## src/rtl/trng_pkg.sv

```systemverilog
`default_nettype none
// ============================================================================
// Module   : trng_pkg
// Brief    : Shared FSM state type and default constants for the TRNG sampler.
// Revision : 1.0
// ============================================================================
package trng_pkg;

    localparam int unsigned C_BYTE_W            = 8;
    localparam int unsigned C_DEF_NUM_CELLS     = 4;
    localparam int unsigned C_DEF_EXCITE_CYCLES = 4;
    localparam int unsigned C_DEF_SETTLE_CYCLES = 8;

    typedef enum logic [2:0] {
        ST_IDLE    = 3'd0,
        ST_EXCITE  = 3'd1,
        ST_SETTLE  = 3'd2,
        ST_SAMPLE  = 3'd3,
        ST_DELIVER = 3'd4
    } state_e;

endpackage
`default_nettype wire

```

## src/rtl/trng_vn_debias.sv

```systemverilog
`default_nettype none
// ============================================================================
// Module   : trng_vn_debias
// Brief    : Von Neumann pair latch: (a,b) with a!=b emits a, equal pairs vanish.
// Revision : 1.0
// ============================================================================
module trng_vn_debias (
    input  logic clk,
    input  logic rst,
    input  logic clr_i,
    input  logic bit_i,
    input  logic bit_valid_i,
    output logic bit_o,
    output logic bit_valid_o,
    output logic pending_o
);

    logic have_q, have_d;
    logic first_q, first_d;

    assign bit_o       = first_q;
    assign bit_valid_o = bit_valid_i && have_q && (first_q != bit_i);
    assign pending_o   = have_q;

    always_comb begin
        have_d  = have_q;
        first_d = first_q;
        if (clr_i) begin
            have_d = 1'b0;
        end else if (bit_valid_i) begin
            have_d  = ~have_q;
            first_d = have_q ? first_q : bit_i;
        end
    end

    always_ff @(posedge clk) begin
        if (rst) begin
            have_q  <= 1'b0;
            first_q <= 1'b0;
        end else begin
            have_q  <= have_d;
            first_q <= first_d;
        end
    end

endmodule
`default_nettype wire

```

## src/rtl/trng_sample_ctrl.sv

```systemverilog
`default_nettype none
// ============================================================================
// Module   : trng_sample_ctrl
// Brief    : Round-robin excite/settle/sample sequencer packing cell bits into
//            bytes; define TRNG_VN_DEBIAS_EN to add von Neumann debiasing.
// Revision : 1.0
// ============================================================================
module trng_sample_ctrl
    import trng_pkg::*;
#(
    parameter int NUM_CELLS     = C_DEF_NUM_CELLS,
    parameter int EXCITE_CYCLES = C_DEF_EXCITE_CYCLES,
    parameter int SETTLE_CYCLES = C_DEF_SETTLE_CYCLES
) (
    input  logic                 clk,
    input  logic                 rst,
    input  logic                 run_i,
    input  logic [NUM_CELLS-1:0] cell_bit_i,
    output logic [NUM_CELLS-1:0] cell_excite_o,
    output logic [NUM_CELLS-1:0] cell_samp_o,
    output logic [C_BYTE_W-1:0]  data_o,
    output logic                 valid_o,
    input  logic                 ready_i,
    output logic                 busy_o
);

    localparam int C_CNT_MAX = (EXCITE_CYCLES > SETTLE_CYCLES) ? EXCITE_CYCLES : SETTLE_CYCLES;
    localparam int C_CNT_W   = $clog2(C_CNT_MAX + 1);
    localparam int C_SEL_W   = (NUM_CELLS > 1) ? $clog2(NUM_CELLS) : 1;

    state_e                 state_q, state_d;
    logic [C_CNT_W-1:0]     cnt_q, cnt_d;
    logic [C_SEL_W-1:0]     sel_q, sel_d;
    logic [NUM_CELLS-1:0]   sync1_q, sync2_q;
    logic [C_BYTE_W-1:0]    shreg_q, shreg_d;
    logic [C_BYTE_W-1:0]    data_q, data_d;
    logic [3:0]             nbits_q, nbits_d;

    logic w_raw_bit, w_raw_valid, w_acc_bit, w_acc_valid, w_sel_adv, w_full;
    logic [NUM_CELLS-1:0] w_onehot;

    assign w_onehot    = NUM_CELLS'(1) << sel_q;
    assign w_raw_bit   = sync2_q[sel_q];
    assign w_raw_valid = (state_q == ST_SAMPLE);
    assign w_full      = w_acc_valid && (nbits_q == 4'd7);

`ifdef TRNG_VN_DEBIAS_EN
    logic w_pending, w_clr;

    // Dropping to IDLE abandons any half-collected pair.
    assign w_clr = w_raw_valid && !w_full && !run_i;

    trng_vn_debias u_debias (
        .clk         (clk),
        .rst         (rst),
        .clr_i       (w_clr),
        .bit_i       (w_raw_bit),
        .bit_valid_i (w_raw_valid),
        .bit_o       (w_acc_bit),
        .bit_valid_o (w_acc_valid),
        .pending_o   (w_pending)
    );

    assign w_sel_adv = w_raw_valid && w_pending;
`else
    assign w_acc_bit   = w_raw_bit;
    assign w_acc_valid = w_raw_valid;
    assign w_sel_adv   = w_raw_valid;
`endif

    assign cell_excite_o = (state_q == ST_EXCITE) ? w_onehot : '0;
    assign cell_samp_o   = (state_q == ST_SAMPLE) ? w_onehot : '0;
    assign valid_o       = (state_q == ST_DELIVER);
    assign busy_o        = (state_q != ST_IDLE);
    assign data_o        = data_q;

    always_comb begin
        state_d = state_q;
        cnt_d   = cnt_q;
        sel_d   = sel_q;
        shreg_d = shreg_q;
        nbits_d = nbits_q;
        data_d  = data_q;
        case (state_q)
            ST_IDLE: begin
                if (run_i) begin
                    state_d = ST_EXCITE;
                    cnt_d   = '0;
                end
            end
            ST_EXCITE: begin
                if (cnt_q == C_CNT_W'(EXCITE_CYCLES - 1)) begin
                    state_d = ST_SETTLE;
                    cnt_d   = '0;
                end else begin
                    cnt_d = cnt_q + 1'b1;
                end
            end
            ST_SETTLE: begin
                if (cnt_q == C_CNT_W'(SETTLE_CYCLES - 1)) begin
                    state_d = ST_SAMPLE;
                    cnt_d   = '0;
                end else begin
                    cnt_d = cnt_q + 1'b1;
                end
            end
            ST_SAMPLE: begin
                cnt_d = '0;
                if (w_sel_adv) begin
                    sel_d = (sel_q == C_SEL_W'(NUM_CELLS - 1)) ? '0 : sel_q + 1'b1;
                end
                if (w_acc_valid) begin
                    shreg_d = {shreg_q[C_BYTE_W-2:0], w_acc_bit};
                    nbits_d = nbits_q + 1'b1;
                end
                if (w_full) begin
                    state_d = ST_DELIVER;
                    data_d  = {shreg_q[C_BYTE_W-2:0], w_acc_bit};
                end else if (run_i) begin
                    state_d = ST_EXCITE;
                end else begin
                    state_d = ST_IDLE;
                    shreg_d = '0;
                    nbits_d = '0;
                end
            end
            ST_DELIVER: begin
                if (ready_i) begin
                    state_d = run_i ? ST_EXCITE : ST_IDLE;
                    shreg_d = '0;
                    nbits_d = '0;
                    cnt_d   = '0;
                end
            end
            default: begin
                state_d = ST_IDLE;
            end
        endcase
    end

    always_ff @(posedge clk) begin
        if (rst) begin
            state_q <= ST_IDLE;
            cnt_q   <= '0;
            sel_q   <= '0;
            sync1_q <= '0;
            sync2_q <= '0;
            shreg_q <= '0;
            data_q  <= '0;
            nbits_q <= '0;
        end else begin
            state_q <= state_d;
            cnt_q   <= cnt_d;
            sel_q   <= sel_d;
            sync1_q <= cell_bit_i;
            sync2_q <= sync1_q;
            shreg_q <= shreg_d;
            data_q  <= data_d;
            nbits_q <= nbits_d;
        end
    end

endmodule
`default_nettype wire

```

## config.mk

```make
export PLATFORM = sky130hd
export DESIGN_NAME = trng_sample_ctrl
export DESIGN_NICKNAME = d
export VERILOG_FILES = /design/src/rtl/trng_pkg.sv /design/src/rtl/trng_vn_debias.sv /design/src/rtl/trng_sample_ctrl.sv
export SDC_FILE = /design/constraint.sdc
export NUM_CORES = 1
export LEC_CHECK = 0
export ABC_AREA = 1
export BUFFER_PORTS_ARGS = -buffer_cell sky130_fd_sc_hd__buf_2
export CORE_UTILIZATION = 50
export CTS_BUF_LIST = sky130_fd_sc_hd__clkbuf_8
export DETAILED_ROUTE_END_ITERATION = 8
export PLACE_DENSITY = 0.71
export SLEW_MARGIN = 0
export SYNTH_ARGS = -nofsm -noshare
export SYNTH_HDL_FRONTEND = slang
export SYNTH_SLANG_ARGS = --single-unit
```

## constraint.sdc

```tcl
create_clock -name clk -period 1.18 [get_ports clk]
set_input_delay 0.118 -clock clk [delete_from_list [all_inputs] [get_ports clk]]
set_output_delay 0.118 -clock clk [all_outputs]
set_load 0.05 [all_outputs]
```

Yosys cells after proc, flatten, opt, wreduce, memory -nomap -nowiden
Cells that the tools add are included.

storage, ports and cells
  output and inout bits = 18
  logic and storage cells = 58
  register bits = 36
  input bits = 8

operators by class
  equality and inequality tests = 12
  reduce and logical (&&, ||, !) cells = 9
  $add $sub $neg = 3
  magnitude comparators = 1
  shifts and indexed selects = 1
  muxes and demuxes = 24

operator list
  kind                                                                     number
  4-bit two-way mux                                                        8
  7-bit two-way mux                                                        3
  4-bit one-hot mux with 5 select lines                                    1
  3-bit two-way mux                                                        5
  3-bit one-hot mux with 5 select lines                                    1
  7-bit one-hot mux with 2 select lines                                    1
  4-bit by 1-bit adder with 4-bit output, second input constant            2
  4-bit by 3-bit == test with 1-bit output, second input constant          2
  4-bit one-hot mux with 2 select lines                                    1
  3-bit by 2-bit == test with 1-bit output, second input constant          2
  5-bit nonzero test                                                       1
  4-bit by 2-bit == test with 1-bit output, second input constant          1
  2-bit by 1-bit inequality test with 1-bit output, second input constant  2
  2-bit inequality test, second input constant                             2
  2-bit AND reduction                                                      2
  4-bit AND reduction                                                      1
  1-bit by 2-bit << shifter with 4-bit output, first input constant        1
  3-bit by 1-bit == test with 1-bit output, second input constant          1
  3-bit == test, second input constant                                     1
  3-bit zero test                                                          1
  2-bit by 3-bit < comparator with 1-bit output, second input constant     1
  3-bit AND reduction                                                      1
  3-bit nonzero test                                                       1
  2-bit by 1-bit adder with 2-bit output, second input constant            1
  6 further kinds                                                          7

Depth between registers and ports, before layout
Gate-level depths: netlist of the first run.

  depth in word-level cells = 5
  mapped depth = 8
  depth with buffers taken out = 8

Worst setup path after synthesis of the first run
Ideal clock, no wire load.

  path kind = register to register
  start = register state_q[1]
  end = register shreg_q[0]
  setup time = 132 ps
  path buffers = 0
  clock period less this slack = 1829 ps
  path slack = -649 ps
  stages on the path, launching flop included = 9
  arrival = 1697 ps
  required time = 1048 ps
  cells stage by stage = dfxtp_1 > inv_1 > nand2_1 > nor2_1 > nand2_1 > nand2_2 > inv_1 > nand2_1 > a21oi_1

on the way
  elaborated cells between the ends (all ways) = 8
  classes of those cells = 3 x eq/ne; 2 x mux; 3 x reduce/logical

RTL lines
  element                                                                                                  line                     source
  start, declared                                                                                          trng_sample_ctrl.sv:31   state_e state_q, state_d;
  start signal, assigned                                                                                   trng_sample_ctrl.sv:152  state_q <= state_d;
  3-bit == test *                                                                                          --
  named net valid_o                                                                                        trng_sample_ctrl.sv:22   output logic valid_o,
  2-bit by 1-bit inequality test with 1-bit output (no source line) or 2-bit nonzero test (tied branches)  --
  2-bit AND reduction (no source line)                                                                     --
  end signal, assigned                                                                                     trng_sample_ctrl.sv:157  shreg_q <= shreg_d;
  end, declared                                                                                            trng_sample_ctrl.sv:35   logic [C_BYTE_W-1:0] shreg_q, shreg_d;

The timed path passes the listed nets; every way through them passes the cells marked *.
A chain may end at the register's enable or synchronous reset.

Final worst setup path of the first run
  start = register state_q[1]
  end = output port cell_excite_o[0]

on the way
  word-level cells in the longest chain between the ends = 2

ends and longest elaborated chain
  element                                   line                    source
  3-bit by 1-bit == test with 1-bit output  trng_sample_ctrl.sv:71  assign cell_excite_o = (state_q == ST_EXCITE) ? w_onehot : '0;
  4-bit two-way mux                         trng_sample_ctrl.sv:71
  end, declared                             trng_sample_ctrl.sv:19  output logic [NUM_CELLS-1:0] cell_excite_o,

Every way passes these cells.

==> results of run 1 <==
-- cells by family (layout without fill, tap and decap cells) --
kind of cell,count (synthesis),count (layout),share of synthesized area [%]
compound gates,38,39,13.2
xor+xnor,2,2,1.10
fa+ha+maj,6,6,4.71
buf+inv,36,99,8.72
flops,36,36,45.2
simple gates,107,108,27.0
-- worst max path at each step --
stage	from	end	slack (ns)	cells after the start
after floorplan	state_q[1]	shreg_q[0]	-0.11	8
after global placement	nbits_q[0]	nbits_q[3]	-0.11	7
after detailed placement	nbits_q[0]	nbits_q[3]	-0.15	7
after CTS	state_q[1]	cell_excite_o[1]	-0.14	5
after global routing	state_q[1]	cell_excite_o[0]	-0.22	5
final	state_q[1]	cell_excite_o[0]	-0.19	5
-- critical path, stage by stage (launching register included) --
cell and delay [ns]:
sky130_fd_sc_hd__dfxtp_4 0.39, sky130_fd_sc_hd__inv_4 0.09, sky130_fd_sc_hd__nand3_4 0.07, sky130_fd_sc_hd__buf_6 0.15, sky130_fd_sc_hd__nor2_4 0.11, sky130_fd_sc_hd__buf_8 0.15
-- sequential cells by signal, indices dropped and copies added, names as in the netlist --
| register | cells |
|---|---|
| data_o | 8 |
| shreg_q | 7 |
| cnt_q | 4 |
| nbits_q | 4 |
| sync1_q | 4 |
| sync2_q | 4 |
| state_q | 3 |
| sel_q | 2 |
-- timing repair --
action	CTS	global route
cloned	2	0
endpoints found under the setup margin	35	37
resized for setup	85	40
buffers inserted	10	1
pin swaps	25	19
hold buffers	0	0
-- power breakdown --
part	switching, uW	internal, uW	leakage (uW)	total (uW)
Sequential	150	1320	0.000298	1470
Clock	491	419	0.0000445	910
Combinational	1150	843	0.000785	1990
Total	1790	2590	0.00113	4380
-- through the flow --
stage	utilization (%)	area, sq um	setup TNS, ns	instances
after floorplan	-	1650	-1.57	225
after global placement	65.9	2000	-0.943	314
after detailed placement	65.9	2000	-1.91	314
after CTS	80.7	2440	-1.34	333
after global routing	85.9	2600	-4.63	334
final	85.9	2600	-2.96	334
-- placed cells by master, fill, tap and decap left out, types with 2 or more instances in the layout --
| cell | count |
|---|---|
| sky130_fd_sc_hd__a21oi_1 | 13 |
| sky130_fd_sc_hd__a21oi_2 | 9 |
| sky130_fd_sc_hd__a21oi_4 | 2 |
| sky130_fd_sc_hd__buf_2 | 15 |
| sky130_fd_sc_hd__buf_4 | 28 |
| sky130_fd_sc_hd__buf_6 | 13 |
| sky130_fd_sc_hd__buf_8 | 4 |
| sky130_fd_sc_hd__clkbuf_8 | 5 |
| sky130_fd_sc_hd__dfxtp_1 | 27 |
| sky130_fd_sc_hd__dfxtp_2 | 5 |
| sky130_fd_sc_hd__dfxtp_4 | 4 |
| sky130_fd_sc_hd__ha_4 | 6 |
| sky130_fd_sc_hd__inv_1 | 19 |
| sky130_fd_sc_hd__inv_2 | 5 |
| sky130_fd_sc_hd__inv_4 | 5 |
| sky130_fd_sc_hd__inv_6 | 3 |
| sky130_fd_sc_hd__nand2_1 | 34 |
| sky130_fd_sc_hd__nand2_2 | 7 |
| sky130_fd_sc_hd__nand2_4 | 2 |
| sky130_fd_sc_hd__nand3_1 | 8 |
| sky130_fd_sc_hd__nand3_2 | 5 |
| sky130_fd_sc_hd__nand3_4 | 2 |
| sky130_fd_sc_hd__nor2_1 | 28 |
| sky130_fd_sc_hd__nor2_2 | 5 |
| sky130_fd_sc_hd__nor2_4 | 17 |
| sky130_fd_sc_hd__o21ai_0 | 8 |
| sky130_fd_sc_hd__o21ai_1 | 4 |
-- layer usage --
metal | global-route usage [%] | up-vias | part of all wire [%]
li1 | - | 839 | -
met1 | 34.4 | 806 | 40
met2 | 44.2 | 77 | 51
met3 | 5.27 | 22 | 5.1
met4 | 16.3 | 0 | 3.6
met5 | 0 | - | 0
-- final cells by class --
class | instances | share of cell area [%]
Timing Repair Buffer | 60 | 18.9
Multi-Input combinational cell | 155 | 41.6
Sequential cell | 36 | 28.5
Clock inverter | 3 | 0.818
Clock buffer | 5 | 2.65
Tap cell | 44 | 2.12
Inverter | 31 | 5.34
==> results.md, run 1 <==
- The initialized floorplan defines 20 standard-cell rows.
- The kind of launch point of the worst setup path is a flop.
- The worst setup path is captured at an output port.
- Between clock sinks in the finished design, the worst skew comes to 0.00978 ns.
- Across all setup checks in the final design, the least slack found is -0.188 ns.
- The count of final max-slew check failures came to 0.
- Summed over all instances, the cell type with the most area after synthesis is sky130_fd_sc_hd__dfxtp_1.
- The max-capacitance violation count is 0.
- The depth of the worst register-to-register path is 5.
- Setup violations remaining at the end of the flow were counted as 35.
- The maximum number of buffers from clock root to sink is 2.
- The worst-case IR drop observed on VDD is 1550 uV.
- The via count is 1744.
- For the pin with the worst max-slew slack, the measured transition is 0.362 ns.
- The worst hold margin is 0.0315 ns.
- The startpoint identified for the worst register-to-register timing path is nbits_q[1].
- The cell count after synthesis came out at 225.
- The routability congestion estimate is 0.777.
- The final reports fail on setup timing.
- After legalization and detailed placement, the total HPWL measured 2290 um.
- The overflow left after global routing is 0.
- The min-delay analysis places its worst path in the category in2reg.
- The number of inserted filler cells in the final layout is 157.
- The floorplan step defined a core boundary enclosing 3030 sq um.
- In this run the tool buffered the top-level ports with 25 buffer cells.
- Once the floorplan was initialized, standard cells occupied 52.6% of the core.
- Across every metal layer, demand over resource in global routing totals 27.5%.
- The number of placed I/O pins is 26.
- The routed wire length per instance is 15.0 um.
- The clock net sink count is 36.
- The dominant cell by count in the synthesized netlist is sky130_fd_sc_hd__nor2_1.
- The deepest level of the CTS H-tree is 2.
- The end of the worst hold path is sync1_q[2].
- The critical path data required time is 1.06 ns.
- Derived from the worst setup path, the maximum achievable clock frequency is 0.731 GHz.
- Summing all flip-flop and latch instances after layout gives 742 sq um.
- Of the post-synthesis cell area, the dominant cell type holds 45.2%.
- Dividing the detail-routed via count by the number of cells gives 5.22.
- TritonCTS built the clock tree.
- The wire length of the first global-routing pass is 6970 um.
- The endpoint of the lowest-slack register-to-register path is nbits_q[1].
- From left edge to right edge, the die measures 58.4 um.
- The worst slew slack as a fraction of its limit is 75.8%.
- The worst-case register-to-register setup slack is -0.12 ns.
- The root buffer cell is sky130_fd_sc_hd__clkbuf_8.
- The insertion delay to the later sink of the worst-skew pair is 0.29 ns.
- Counting instances in the post-synthesis netlist gives the leading cell types as sky130_fd_sc_hd__nor2_1 (48), sky130_fd_sc_hd__nand2_1 (42), sky130_fd_sc_hd__dfxtp_1 (36), sky130_fd_sc_hd__inv_1 (30), sky130_fd_sc_hd__a21oi_1 (22).
- The run finished, with violations left.
- The floorplan die area is 3420 sq um.
- The number of antenna violations at the first check in global routing is 0.
- After clock tree synthesis, the clock-pin slew on the worst setup and hold paths is 0.08 ns.
- In this run the worst path has a maximum fanout of 5.
- The worst setup path is of the reg2out kind.
- Sequential elements use 45.2% of the synthesized area.
- The cell area power density is 1680 nW/um^2.
- The smallest clock period supported by the final layout is computed as 1.37 ns.
- The number of buffers created by CTS is 5.
- The post-layout net count is 303.
- At the placement stage, the worst setup path has a slack of -0.151 ns.
- The final number of hold-violating endpoints is 0.
- The first detailed-routing pass took 4 iterations.
- The data arrival time of the critical path is 1.25 ns.
- The number of antenna diodes in the final layout is 0.
- The number of global-route vias before repair is 1509.
- Total power for the finished layout comes to 4380 uW.
- The total leakage power is 0.00113 uW.
- Setup repair after global routing could not meet its margin everywhere.
- The worst path uses 116% of the clock period.
- The post-synthesis cell type count is 18.
- In this run the remaining antenna-violating nets after routing total 0.
- The count of state elements after synthesis is 36.
- The violation count after the first detailed-route iteration is 171.
- For this run, design rule violations remaining after detail routing come to 0.
- Synthesis produced a netlist with a net count of 239.
- The proportion of register bits with asynchronous set or reset after synthesis is 0%.
- From bottom edge to top edge, the die measures 58.4 um.
- The final wirelength is 5020 um.
- The number of enable-type register cells in the synthesized netlist is 0.
- From synthesis to final layout, the design area changed by 63.2%.
- The beginning of the worst hold path is cell_bit_i[2].
- Among all flip-flop cells after synthesis, the most frequent one is sky130_fd_sc_hd__dfxtp_1.
- The hold path depth is 3.
- Entering global routing, the biggest net connects 25 pins.
- The area occupied by multi-input gates is 1080 sq um.
- The fraction of final layout cells sized beyond drive strength 1 is 50.0%.
- The count of warnings emitted by yosys is 0.
- A synthesized cell averages 7.08 sq um.
- The mapped netlist covers 1590 sq um.
- Yosys attributes the largest share of cell area to sky130_fd_sc_hd__dfxtp_1 (45%), sky130_fd_sc_hd__nor2_1 (11%), sky130_fd_sc_hd__nand2_1 (9.9%).
Power figures use the tool's default switching activity.
==> inputs of run 2 (changes only) <==
--- a/config.mk
+++ b/config.mk
@@ -7,10 +7,10 @@
 export LEC_CHECK = 0
 export ABC_AREA = 1
 export BUFFER_PORTS_ARGS = -buffer_cell sky130_fd_sc_hd__buf_2
-export CORE_UTILIZATION = 50
+export CORE_UTILIZATION = 40
 export CTS_BUF_LIST = sky130_fd_sc_hd__clkbuf_8
 export DETAILED_ROUTE_END_ITERATION = 8
-export PLACE_DENSITY = 0.71
+export PLACE_DENSITY = 0.58
 export SLEW_MARGIN = 0
 export SYNTH_ARGS = -nofsm -noshare
 export SYNTH_HDL_FRONTEND = slang
==> run 2 against run 1 <==
Compared with the run above:
- the run still ends with setup timing left
- hold slack better by 0.0030 ns
- first-iteration DRC count is 51% lower
- register-to-register slack hardly changed
- sequential cell count stayed put
- worst setup slack better by 0.028 ns
- non-clock buffer count is 2 higher
- via count shrank 7.5%
- critical path depth is the same
==> results.md, run 2 (synthesized netlist as in run 1, its figures left out) <==
- Setup repair after global routing could not meet its margin everywhere.
- The switching share of total power is 39.8%.
- The total area inside the core boundary comes to 3740 sq um.
- The all-layer global routing usage is 20.9%.
- The final reports fail on setup timing.
- The initial utilization of the core area, before any placement, comes to 42.5%.
- The maximum number of buffers from clock root to sink is 2.
- In this run the worst path has a maximum fanout of 5.
- The via count is 1614.
- The number of global-route vias before repair was 1437.
- The cell sitting at the root of the clock tree is a sky130_fd_sc_hd__clkbuf_8.
- Summed over all layers, the routed wires come to 4210 um.
- The worst setup path is of the reg2out kind.
- For the worst-skew pair, the clock arrives at the later sink with an insertion delay of 0.28 ns.
- The number of buffers added on ports is 25.
- The setup-violating endpoint count in the final report is 22.
- The final number of hold-violating endpoints is 0.
- Clock-pin slew was measured on the worst setup and hold paths at 0.08 ns.
- Entering global routing, the biggest net connects 25 pins.
- The flow ran to the end, but the final reports show violations.
- The diode insertion count for antenna repair is 0.
- Data on the critical path arrives at its endpoint at 1.22 ns.
- After detailed placement, the total cell area comes to 2050 sq um.
- The floorplan die area is 4240 sq um.
- Static timing analysis puts the maximum clock frequency at 0.746 GHz.
- The overflow left after global routing is 0.
- Of the available clock period, the critical path in the final layout requires 114%.
- In this run, the clock network consumes 20.7% of the power.
- OpenSTA, run right after detailed placement, puts the worst setup slack at -0.129 ns.
- The violation count after the first detailed-route iteration is 84.
- The routed wire length per instance is 12.3 um.
- The number of antenna violations at the first check in global routing is 0.
- The kind of launch point of the worst setup path is a flop.
- The cell row count is 22.
- The first global-routing pass estimated 6640 um of wire.
- Summed over all cells, the static leakage comes to 0.00114 uW.
- The detail route stage leaves a number of antenna-violating nets equal to 0.
- The internal power of the cells is 2530 uW.
- The combinational power share is 44.4%.
- The worst slew slack as a fraction of its limit is 74.4%.
- The worst-case register-to-register setup slack is -0.12 ns.
- From synthesis to final layout, the design area changed by 65.8%.
- The number of inserted filler cells in the final layout is 289.
- The final worst setup slack is -0.160 ns.
- In this run the power spent charging and discharging nets is 1670 uW.
- Across the VDD grid, the largest voltage drop is 808 uV.
- The time the final worst path needs with I/O delays and setup is 1.34 ns.
- Clock tree synthesis found a total of 36 sinks.
- The detailed-placement wirelength estimate is 2340 um.
- The register share of total power is 35.0%.
- The worst setup path is captured at an output port.
- In this run the worst hold path is classified as in2reg.
- The TritonCTS clock tree is built.
- The width of the die is 65.1 um.
- The slew of the pin with the lowest slew margin is 0.383 ns.
- The number of remaining DRC errors is 0.
- The register with the most flip-flops in the layout has 8 of them.
- The number of clock buffers added by TritonCTS is 5.
- The max-capacitance violation count is 0.
- Of the cells placed in the final design, the portion with a size suffix greater than 1 is 51.2%.
- 26 I/O pins were placed.
- The most common cell after layout, fill and taps aside is sky130_fd_sc_hd__nand2_1.
- The cell area power density is 1590 nW/um^2.
- The detail-routed via count per cell is 4.73.
- STA puts the critical path data required time at 1.06 ns.
- After routing the design area is 2640 sq um.
- The count of final max-slew check failures was 0.
- The deepest level of the CTS H-tree is 2.
- The final setup skew is 0.00550 ns.
- The post-layout net count is 306.
- The routability congestion estimate is 0.792.
- Measured along the y axis, the die boundary spans 65.1 um.
- In the layout the commonest cells are sky130_fd_sc_hd__nand2_1 (34), sky130_fd_sc_hd__buf_4 (31), sky130_fd_sc_hd__dfxtp_1 (27).
- The first-pass detailed-route iteration total is 4.
==> run 2: changes by cell type in the layout (fill, tap and decap cells not counted), moves of 2 or more <==
cell and delta:
sky130_fd_sc_hd__a21oi_2 -4, sky130_fd_sc_hd__buf_6 -2, sky130_fd_sc_hd__inv_6 -2, sky130_fd_sc_hd__o21ai_2 +3, sky130_fd_sc_hd__a21oi_1 +4, sky130_fd_sc_hd__nor2_1 -2, sky130_fd_sc_hd__buf_4 +3, sky130_fd_sc_hd__nor2_4 +2
sky130_fd_sc_hd__o21ai_0 -4
==> run 2: area by class of cell <==
type                       instances  area (sq um)  share of cell area [%]
clock inverter                     3          18.8                   0.711
sequential                        36           744                    28.2
clock buffer                       5          68.8                    2.61
multi-input combinational        156          1100                    41.7
tap                               48          60.1                    2.27
inverter                          31           136                    5.16
timing repair buffer              62           512                    19.4
==> run 2: worst paths after layout <==
path | start | cells after the start | to
hold reg to reg | sync1_q[0] | 2 | sync2_q[0]
setup reg to reg | state_q[2] | 7 | state_q[0]
hold / removal | cell_bit_i[3] | 3 | sync1_q[3]
setup / recovery | state_q[2] | 5 | cell_excite_o[0]
==> run 2: metal layers <==
layer,routed length (um),GRT usage [%]
met1,2010,27.2
met2,2040,32.6
met3,127,5.90
met4,33,8.42
met5,0,0
==> run 2: power by group through the flow <==
stage	registers [uW]	logic, uW	clock network, uW
global placement	1400	1250	0
detailed placement	1400	1250	0
global route	1480	1990	944
finish	1470	1860	867
floorplan	1400	804	0
CTS	1440	1630	889
==> run 2: what timing repair did <==
item	4_1_cts	5_1_grt
buffers inserted	7	1
setup endpoints to repair	35	36
hold buffers	0	0
cloned	2	1
pin swaps	11	28
resized for setup	81	51
==> run 2: worst max-delay path, cell delays in order, from the launching register on <==
cell and delay (ns):
sky130_fd_sc_hd__dfxtp_4 0.37, sky130_fd_sc_hd__inv_6 0.08, sky130_fd_sc_hd__nand3_2 0.09, sky130_fd_sc_hd__buf_6 0.15, sky130_fd_sc_hd__nor2_4 0.08, sky130_fd_sc_hd__buf_6 0.16
==> run 2: through the flow <==
step / utilization, % / instances / hold WS (ns) / TNS [ns] / total power (uW)
after CTS: 65.4 / 339 / 0.0298 / -1.15 / 3960
after global routing: 70.6 / 341 / 0.0356 / -3.83 / 4420
after floorplan: - / 225 / 0.225 / -1.57 / 2200
after detailed placement: 54.8 / 323 / 0.327 / -1.58 / 2650
final: 70.6 / 341 / 0.0345 / -1.86 / 4190
after global placement: 54.8 / 323 / 0.316 / -1.30 / 2650
==> inputs of run 3 (changes only) <==
--- a/config.mk
+++ b/config.mk
@@ -10,7 +10,7 @@
 export CORE_UTILIZATION = 40
 export CTS_BUF_LIST = sky130_fd_sc_hd__clkbuf_8
 export DETAILED_ROUTE_END_ITERATION = 8
-export PLACE_DENSITY = 0.58
+export PLACE_DENSITY = 0.72
 export SLEW_MARGIN = 0
 export SYNTH_ARGS = -nofsm -noshare
 export SYNTH_HDL_FRONTEND = slang
==> run 3 against run 2 <==
Compared with the run above:
- cell area grew 0.47%
- largest cell class unchanged
- sequential cell count did not move
- critical path depth stayed put
- clock skew is 0.0011 ns lower
- total power grew 4.3%
- highest routed layer unchanged
- routed wire length rose by 6.4%
- critical path type unchanged
- sequential share of layout area shrank 0.18 points
- the flow still finishes with violations (setup timing)
- via count rose by 5.6%
==> results.md, run 3 (synthesized netlist as in run 1, its figures left out) <==
- The run finished, with violations left.
- The final reports fail on setup timing.
- The overflow left after global routing is 0.
- Setup violations remaining at the end of the flow were counted as 29.
- The aggregate negative setup slack is -2.47 ns.
- The final worst setup slack is -0.200 ns.
- 26 I/O pins were placed.
- The worst-path maximum fanout is 5.
- The time the final worst path needs with I/O delays and setup is 1.38 ns.
- In this run the worst hold path is classified as in2reg.
- The violation count after the first detailed-route iteration is 98.
- For the final database, setup skew stands at 0.00441 ns.
- The maximum number of buffers from clock root to sink is 2.
- The detail-routed via count per cell is 5.00.
- VDD sags by at most 1050 uV.
- Counting every sink on the clock net gives 36.
- The cell count after placement is 317.
- After the flow finishes, the layout carries non-filler instances totaling 341.
- The stage delay of the slowest cell on the critical path is 0.38 ns.
- The final number of hold-violating endpoints is 0.
- The via count is 1704.
- After detailed routing, the number of remaining DRC violations is 0.
- Setup repair after global routing could not meet its margin everywhere.
- The max-capacitance violation count is 0.
- The deepest level of the CTS H-tree is 2.
- Dividing the final minimum period by the clock period gives 117%.
- The detailed-placement wirelength estimate is 2380 um.
- From left edge to right edge, the die measures 65.1 um.
- The routed wire length per instance is 13.1 um.
- In the final design database the tool counted 306 nets.
- The routability congestion estimate is 0.862.
- After detailed routing, the wire length on met1 is 1790 um.
- The uppermost layer routed is met4.
- The worst setup path is launched from a flop.
- After floorplanning, the core was divided into 22 placement rows.
- Measured along the y axis, the die boundary spans 65.1 um.
- After clock tree synthesis, the flow added hold-fix buffers numbering 0.
- Headroom to the max-slew limit came out at 65.1%.
- In this run the power density over the cells is 1650 nW/um^2.
- The number of flip-flops under the largest register name is 8.
- The maximum achievable frequency is 0.725 GHz.
- In the layout the commonest cells are sky130_fd_sc_hd__nand2_1 (34), sky130_fd_sc_hd__nor2_1 (30), sky130_fd_sc_hd__buf_4 (28).
- At the placement stage, the worst setup path has a slack of -0.131 ns.
- Wires add up to 4480 um.
- During placement, the flow inserted port buffers numbering 25.
- Wire segments on met3 add up to 286 um in the final route.
- Detailed routing placed a total of 2310 um of wire on met2.
- CTS placed an instance of sky130_fd_sc_hd__clkbuf_8 at the clock tree root.
- The slowest stage of the critical path belongs to the cell sky130_fd_sc_hd__dfxtp_4.
- The most common cell after layout, fill and taps aside is sky130_fd_sc_hd__nand2_1.
- The number of global-route vias before repair was 1503.
- The wire length of the first global-routing pass is 6430 um.
- The first-pass detailed-route iteration total is 4.
- The insertion delay to the later sink of the worst-skew pair is 0.28 ns.
- For this design the static power due to leakage is 0.00117 uW.
- The number of inserted filler cells in the final layout is 273.
- The fraction of final layout cells sized beyond drive strength 1 is 51.5%.
- The all-layer global routing usage is 19.8%.
- For this run, the share of the core covered by cells in the final layout is 70.9%.
- The count of final max-slew check failures is 0.
- The TritonCTS clock tree is built.
- The most common cell type on the critical path is sky130_fd_sc_hd__buf_6.
- The number of antenna violations at the first check in global routing is 0.
- The critical path contains buffers and inverters numbering 3 combined.
- The data arrival time of the critical path is 1.26 ns.
- After clock tree synthesis, the clock-pin slew on the worst setup and hold paths is 0.07 ns.
- At the worst endpoint, the required time is 1.06 ns.
- The slew of the pin with the lowest slew margin is 0.523 ns.
- Once detail routing completed, the nets flagged for antenna violations numbered 0.
- The total power consumption of the routed design is 4380 uW.
- The signal on the critical path passes through inv_4 > nand3_4 > buf_6 > nor2_4 > buf_6.
- Once the floorplan was initialized, standard cells occupied 42.5% of the core.
- Entering global routing, the biggest net connects 25 pins.
- The die covers 4240 sq um.
- From synthesis to final layout, the design area changed by 66.6%.
- The capturing element type of the critical path is an output port.
- Buffers inserted during clock tree synthesis total 5.
- The diode insertion count for antenna repair is 0.
- The category of cells accounting for the largest share of critical-path delay is buffers and inverters.
- The region available for standard cell placement spans 3740 sq um.
- The critical path is of the reg2out type.
run 3: changes by cell type in the layout (fill, tap and decap cells not counted), moves of 3 or more:
cell and delta:
sky130_fd_sc_hd__nor2_1 +4, sky130_fd_sc_hd__nor2_4 -4, sky130_fd_sc_hd__o21ai_2 +4, sky130_fd_sc_hd__buf_4 -3, sky130_fd_sc_hd__buf_6 +3, sky130_fd_sc_hd__nand3_4 +3
run 3: final timing paths:
check                 from               end  slack, ns  cells past startpoint
min reg2reg     sync1_q[1]        sync2_q[1]       0.40                      2
max reg2reg     nbits_q[1]        shreg_q[1]      -0.10                      5
min          cell_bit_i[0]        sync1_q[0]       0.03                      3
max             state_q[1]  cell_excite_o[1]      -0.20                      5
run 3: timing repair:
action	4_1_cts	5_1_grt
endpoints found under the setup margin	33	36
resized for setup	65	73
setup buffers	9	6
pin swaps	13	35
gates cloned	2	1
run 3: final cells by class:
| class | count | area, sq um | share of cell area (%) |
|---|---|---|---|
| clock buffer | 6 | 82.6 | 3.11 |
| timing repair buffer | 62 | 518 | 19.5 |
| multi-input combinational | 156 | 1110 | 41.9 |
| tap | 48 | 60.1 | 2.26 |
| clock inverter | 2 | 7.51 | 0.283 |
| sequential | 36 | 743 | 28.0 |
| inverter | 31 | 131 | 4.95 |
run 3: where the power goes:
| part | leakage (uW) | total, uW | switching (uW) | internal, uW |
|---|---|---|---|---|
| sequential | 0.000298 | 1470 | 144 | 1330 |
| combinational | 0.000820 | 2040 | 1130 | 912 |
| clock | 0.0000538 | 864 | 406 | 458 |
| total | 0.00117 | 4380 | 1680 | 2700 |
run 3: stage by stage:
step	hold WS (ns)	area, sq um
2_1_floorplan	0.225	1650
3_3_place_gp	0.315	1990
3_5_place_dp	0.327	1990
4_1_cts	0.0300	2360
5_1_grt	0.0370	2650
6_report	0.0342	2650
run 3: worst reg2reg max path, delay by kind of cell (launching register included):
family | cells | cell delay (ns)
DFF | 1 | 0.37
AOI/OAI and AO/OA | 2 | 0.41
and+or+nand+nor | 2 | 0.28
adders and majority gates | 1 | 0.16
run 3: layer usage:
layer	GRT usage, %	vias to the layer above
met4	7.88	0
li1	-	847
met5	0	-
met1	23.8	789
met3	3.65	10
met2	34.8	58
